**config.mk**
```make
export PLATFORM = sky130hd
export DESIGN_NAME = vga_timing_controller
export DESIGN_NICKNAME = d
export VERILOG_FILES = /design/src/rtl/vga_timing_controller.sv
export SDC_FILE = /design/constraint.sdc
export NUM_CORES = 1
export LEC_CHECK = 0
export CAP_MARGIN = 20
export CORE_MARGIN = 2
export CORE_UTILIZATION = 49
export CTS_BUF_LIST = sky130_fd_sc_hd__clkbuf_4 sky130_fd_sc_hd__clkbuf_8
export DETAILED_ROUTE_END_ITERATION = 16
export PLACE_DENSITY = 0.78
export SETUP_SLACK_MARGIN = 0.05
export SYNTH_ARGS = -nofsm -noshare
export SYNTH_HDL_FRONTEND = slang
export SYNTH_SLANG_ARGS = --single-unit
```
**constraint.sdc**
```tcl
create_clock -name clk -period 2.3 [get_ports clk]
set_input_delay 0.345 -clock clk [delete_from_list [all_inputs] [get_ports clk]]
set_output_delay 0.345 -clock clk [all_outputs]
set_load 0.005 [all_outputs]
```
**src/rtl/vga_timing_controller.sv**
```systemverilog
// VGA raster sequencer: pixel-tick divider, h/v counters, registered sync/video flags, graceful run/stop.
// Define VGA_FRAME_COUNTER_EN to add the 16-bit completed-frame counter output frame_cnt.
module vga_timing_controller #(
  parameter int H_VISIBLE = 640,
  parameter int H_FRONT   = 16,
  parameter int H_SYNC    = 96,
  parameter int H_BACK    = 48,
  parameter int V_VISIBLE = 480,
  parameter int V_FRONT   = 10,
  parameter int V_SYNC    = 2,
  parameter int V_BACK    = 33,
  parameter int TICK_DIV  = 2
) (
  input  logic        clk,
  input  logic        reset,
  input  logic        en,
  output logic        pix_tick,
  output logic        hsync,
  output logic        vsync,
  output logic        video_on,
  output logic [9:0]  pixel_x,
  output logic [9:0]  pixel_y,
  output logic        frame_start,
  output logic        busy
`ifdef VGA_FRAME_COUNTER_EN
  ,
  output logic [15:0] frame_cnt
`endif
);

  localparam int H_TOTAL = H_VISIBLE + H_FRONT + H_SYNC + H_BACK;
  localparam int V_TOTAL = V_VISIBLE + V_FRONT + V_SYNC + V_BACK;
  localparam int DW      = (TICK_DIV > 1) ? $clog2(TICK_DIV) : 1;

  localparam logic [DW-1:0] DIV_M1   = DW'(TICK_DIV - 1);
  localparam logic [9:0]    HT_M1    = 10'(H_TOTAL - 1);
  localparam logic [9:0]    VT_M1    = 10'(V_TOTAL - 1);
  localparam logic [9:0]    HS_START = 10'(H_VISIBLE + H_FRONT);
  localparam logic [9:0]    HS_END   = 10'(H_VISIBLE + H_FRONT + H_SYNC);
  localparam logic [9:0]    VS_START = 10'(V_VISIBLE + V_FRONT);
  localparam logic [9:0]    VS_END   = 10'(V_VISIBLE + V_FRONT + V_SYNC);
  localparam logic [9:0]    HV       = 10'(H_VISIBLE);
  localparam logic [9:0]    VV       = 10'(V_VISIBLE);

  typedef enum logic [1:0] {IDLE, RUN, DRAIN} state_t;

  state_t        state, state_nx;
  logic [DW-1:0] div, div_nx;
  logic [9:0]    x_nx, y_nx;
  logic          eof, fs_nx, busy_nx, tick_nx, hs_nx, vs_nx, vid_nx;

  // Next-state values are computed here and registered below, so every
  // output flag lines up with the pixel_x/pixel_y it describes.
  always_comb begin
    state_nx = state;
    div_nx   = div;
    x_nx     = pixel_x;
    y_nx     = pixel_y;
    fs_nx    = 1'b0;
    eof      = 1'b0;
    case (state)
      IDLE: begin
        if (en) begin
          state_nx = RUN;
          fs_nx    = 1'b1;
        end
      end
      RUN, DRAIN: begin
        eof    = pix_tick && (pixel_x == HT_M1) && (pixel_y == VT_M1);
        div_nx = (div == DIV_M1) ? '0 : div + 1'b1;
        if (pix_tick) begin
          if (pixel_x == HT_M1) begin
            x_nx = '0;
            y_nx = (pixel_y == VT_M1) ? '0 : pixel_y + 10'd1;
          end else begin
            x_nx = pixel_x + 10'd1;
          end
        end
        // A run request at the final tick of a drain keeps the raster going seamlessly.
        if (eof && (state == DRAIN) && !en) begin
          state_nx = IDLE;
          div_nx   = '0;
          x_nx     = '0;
          y_nx     = '0;
        end else begin
          state_nx = en ? RUN : DRAIN;
          fs_nx    = eof;
        end
      end
      default: state_nx = IDLE;
    endcase
    busy_nx = (state_nx != IDLE);
    tick_nx = busy_nx && (div_nx == DIV_M1);
    hs_nx   = !(busy_nx && (x_nx >= HS_START) && (x_nx < HS_END));
    vs_nx   = !(busy_nx && (y_nx >= VS_START) && (y_nx < VS_END));
    vid_nx  = busy_nx && (x_nx < HV) && (y_nx < VV);
  end

  always_ff @(posedge clk or posedge reset) begin
    if (reset) begin
      state       <= IDLE;
      div         <= '0;
      pixel_x     <= '0;
      pixel_y     <= '0;
      pix_tick    <= 1'b0;
      hsync       <= 1'b1;
      vsync       <= 1'b1;
      video_on    <= 1'b0;
      frame_start <= 1'b0;
      busy        <= 1'b0;
    end else begin
      state       <= state_nx;
      div         <= div_nx;
      pixel_x     <= x_nx;
      pixel_y     <= y_nx;
      pix_tick    <= tick_nx;
      hsync       <= hs_nx;
      vsync       <= vs_nx;
      video_on    <= vid_nx;
      frame_start <= fs_nx;
      busy        <= busy_nx;
    end
  end

`ifdef VGA_FRAME_COUNTER_EN
  // Counts every completed frame, including the last one of a drain.
  always_ff @(posedge clk or posedge reset) begin
    if (reset) frame_cnt <= '0;
    else       frame_cnt <= frame_cnt + {15'd0, eof};
  end
`endif

endmodule

```
==> flow_metrics.py <==
metrics = {
    "routing": {
        "drt_iter0_drc": 84,
        "wl_um": 4540,
        "viasPerCell": 5.80,
        "vias": 1669,
        "first_pass_iters": 4,
        "wire_per_inst_um": 15.8,
        "final_antenna_net_count": 0,
        "post-route-drc-count": 0,
    },
    "die": {
        "die_height_um": 62.7,
        "core_um2": 3310,
        "row_count": 21,
        "initial_core_util_pct": 51.0,
        "num_io_pins": 29,
        "dieArea_um2": 3930,
        "die_x_um": 62.7,
    },
    "global_routing": {
        "grt_pass1_wl_um": 7690,
        "use_met3_pct": 5.59,
        "first_global_vias": 1664,
        "gr-total-overflow": 0,
        "grt_start_max_net_pins": 30,
        "grtUsageMet2_pct": 45.3,
        "grt.met1_usage_pct": 28.9,
        "track_usage_pct": 25.0,
        "antenna_found_initial": 0,
        "gr-max-usage-layer": "met2",
    },
    "placed_design": {
        "hpwl_um": 3340,
        "portBuffers": 28,
        "globalplace.congestion": 0.900,
        "place_ws_ps": -42.1,
    },
    "synth": {
        "synth_nets": 195,
        "synth_seq_cells": 29,
        "syn_area_um2": 1690,
        "yosys.area_share.simple_pct": 26.2,
        "yosys_warnings": 0,
        "synth.area.mux_share_pct": 0,
        "synthAdderAreaFrac_pct": 4.44,
        "yosysSeqAreaShare_pct": 43.1,
        "ys_types": 47,
        "avgSynthCellArea_um2": 9.08,
        "synth_compound_area_share_pct": 16.6,
        "ys.flop_type": "dfrtp_1",
        "synth_xor_area_share_pct": 4.15,
        "synth-edff-count": 0,
        "synth_top_family_by_area": "simple AND/OR/NAND/NOR gates",
        "async_flop_share_pct": 100,
        "syn-instance-count": 186,
    },
    "outcome": {
        "status": "finished clean",
    },
    "sta": {
        "slew_violations": 0,
        "worst_slack_ps": 30.8,
        "finClkSkew_ps": 12.9,
        "finalHoldViolations": 0,
        "worst_pin_slew_ps": 447,
        "finalCritPeriodShare_pct": 98.7,
        "finalSetupTns_ps": 0,
        "maxSlewHeadroom_pct": 70.1,
        "fmax_ghz": 0.441,
        "fin_crit_ps": 2270,
        "rsz0062_at_grt": "true",
        "finalSetupViolCount": 0,
    },
    "layout": {
        "syn2layout_area_growth_pct": 40.4,
        "nNetsFinal": 251,
        "num_antenna_cells": 0,
        "layout-drive-gt1-share_pct": 22.7,
        "final_util_pct": 71.6,
    },
    "clocking": {
        "cts_made_buffers": 5,
        "cts_buffer_depth": 2,
        "h-tree-depth": 2,
        "insertion_delay_ps": 330,
        "cts_sinks": 29,
        "hold_buffers": 0,
        "cts-root-buf": "clkbuf_4",
        "cts_tree": "yes",
        "clk_pin_slew_ps": 90,
    },
    "setup_path": {
        "cp-start-kind": "flip-flop",
        "cp.arrival_ps": 2540,
        "path_class": "flip-flop to flip-flop",
        "crit_path_max_fanout": 5,
        "crit_path_end_kind": "flip-flop",
        "required_ps": 2570,
    },
    "pwr": {
        "power.density_nw_per_um2": 716,
        "p_leak_nw": 1.01,
        "peakVddDrop_mv": 0.752,
    },
    "flow_run": {
        "drv_cap": 0,
    },
    "min_path": {
        "hold_class": "input pin to async pin",
    },
}
-- placed cells by master, fill, tap and decap left out, drive strengths merged, types with 3 or more instances in the layout --
| cell type | n |
|---|---|
| a21o | 3 |
| a21oi | 7 |
| and3 | 3 |
| buf | 29 |
| clkbuf | 7 |
| clkdlybuf4s50 | 28 |
| dfrtp | 27 |
| ha | 6 |
| inv | 12 |
| nand2 | 19 |
| nand3 | 10 |
| nand4 | 10 |
| nor2 | 8 |
| nor3 | 8 |
| nor4 | 5 |
| o21ai | 13 |
| or3 | 5 |
| or4 | 3 |
| xnor2 | 4 |
| xor2 | 4 |
-- flip-flops by register name (all words and copies together), names as in the netlist --
| name | cells |
|---|---|
| pixel_y | 10 |
| div | 1 |
| vsync | 1 |
| busy | 1 |
| state | 2 |
| pix_tick | 1 |
| video_on | 1 |
| frame_start | 1 |
| hsync | 1 |
| pixel_x | 10 |
-- through the flow --
stage          total power, mW  std cells  hold WS [ps]  area, µm²
2_1_floorplan             1.03        186           422       1710
3_3_place_gp              1.32        279           520       2190
3_5_place_dp              1.35        279           534       2190
4_1_cts                   1.69        286           391       2290
5_1_grt                   1.81        288           454       2370
6_report                  1.70        288           388       2370
-- metal layers --
| layer | wire, µm | up-vias |
|---|---|---|
| li1 | - | 794 |
| met1 | 1860 | 813 |
| met2 | 2400 | 56 |
| met3 | 226 | 6 |
| met4 | 58 | 0 |
| met5 | 0 | - |
-- synthesized netlist by cell type (2+ instances only) --
cell | number | area, µm²
dfrtp_1 | 27 | 676
nand2_1 | 19 | 71.3
inv_1 | 12 | 45.0
o21ai_0 | 11 | 55.1
nand3_1 | 10 | 50.1
nand4_1 | 10 | 62.6
nor2_1 | 8 | 30.0
nor3_1 | 8 | 40.0
a21oi_1 | 7 | 35.0
ha_1 | 6 | 75.1
nor4_1 | 5 | 31.3
or3_1 | 5 | 31.3
clkbuf_1 | 4 | 15.0
xnor2_1 | 4 | 35.0
xor2_1 | 4 | 35.0
a21o_1 | 3 | 22.5
and3_1 | 3 | 18.8
a2111oi_0 | 2 | 17.5
a2bb2oi_1 | 2 | 17.5
and2_1 | 2 | 12.5
and4_1 | 2 | 17.5
buf_2 | 2 | 10.0
buf_6 | 2 | 22.5
dfstp_2 | 2 | 52.6
nand3b_1 | 2 | 15.0
o21ai_1 | 2 | 10.0
or4_1 | 2 | 15.0
-- cell type report --
type | instances | area [µm²]
Inverter | 12 | 45.0
Sequential cell | 29 | 728
Clock buffer | 7 | 58.8
Multi-Input combinational cell | 137 | 976
Timing Repair Buffer | 57 | 505
Tap cell | 46 | 57.6
Fill cell | 277 | 940
-- kinds of logic (layout without fill, tap and decap cells) --
family | Yosys count | count (layout)
and+or+nand+nor | 82 | 82
AOI/OAI and AO/OA | 41 | 41
DFF | 29 | 29
buffers and inverters | 20 | 76
xor gates and xnor gates | 8 | 8
adders and majority gates | 6 | 6
-- critical path, cell delays in order (launching register included) --
cell	delay, ps
dfrtp_1	390
or4b_4	560
or4_4	510
buf_6	170
nor4_4	250
a21oi_1	70
a21boi_1	160
nand4_1	100
-- final timing paths --
check                                      from                    to  slack, ps  cells after the start
setup / recovery           pixel_x[6]$_DFF_PP0_       vsync$_DFF_PP1_         30                      7
hold / removal                            reset  pixel_y[3]$_DFF_PP0_        390                      3
setup reg to reg           pixel_x[6]$_DFF_PP0_       vsync$_DFF_PP1_         30                      7
hold reg to reg            pixel_x[1]$_DFF_PP0_  pixel_x[1]$_DFF_PP0_        550                      2
max in group asynchronous                 reset       hsync$_DFF_PP1_       1600                      3
min in group clk           pixel_x[1]$_DFF_PP0_  pixel_x[1]$_DFF_PP0_        550                      2
-- report_power, final --
group          internal (mW)  total (mW)  switching, mW
combinational          0.340       0.703          0.363
sequential             0.603       0.664         0.0617
clock                  0.156       0.329          0.174
-- repair_timing --
item	CTS	global route
resized for setup	6	12
pin swaps	0	4
buffers inserted	0	2
setup endpoints to repair	4	4
No activity file was read; power rests on OpenSTA's default activity.
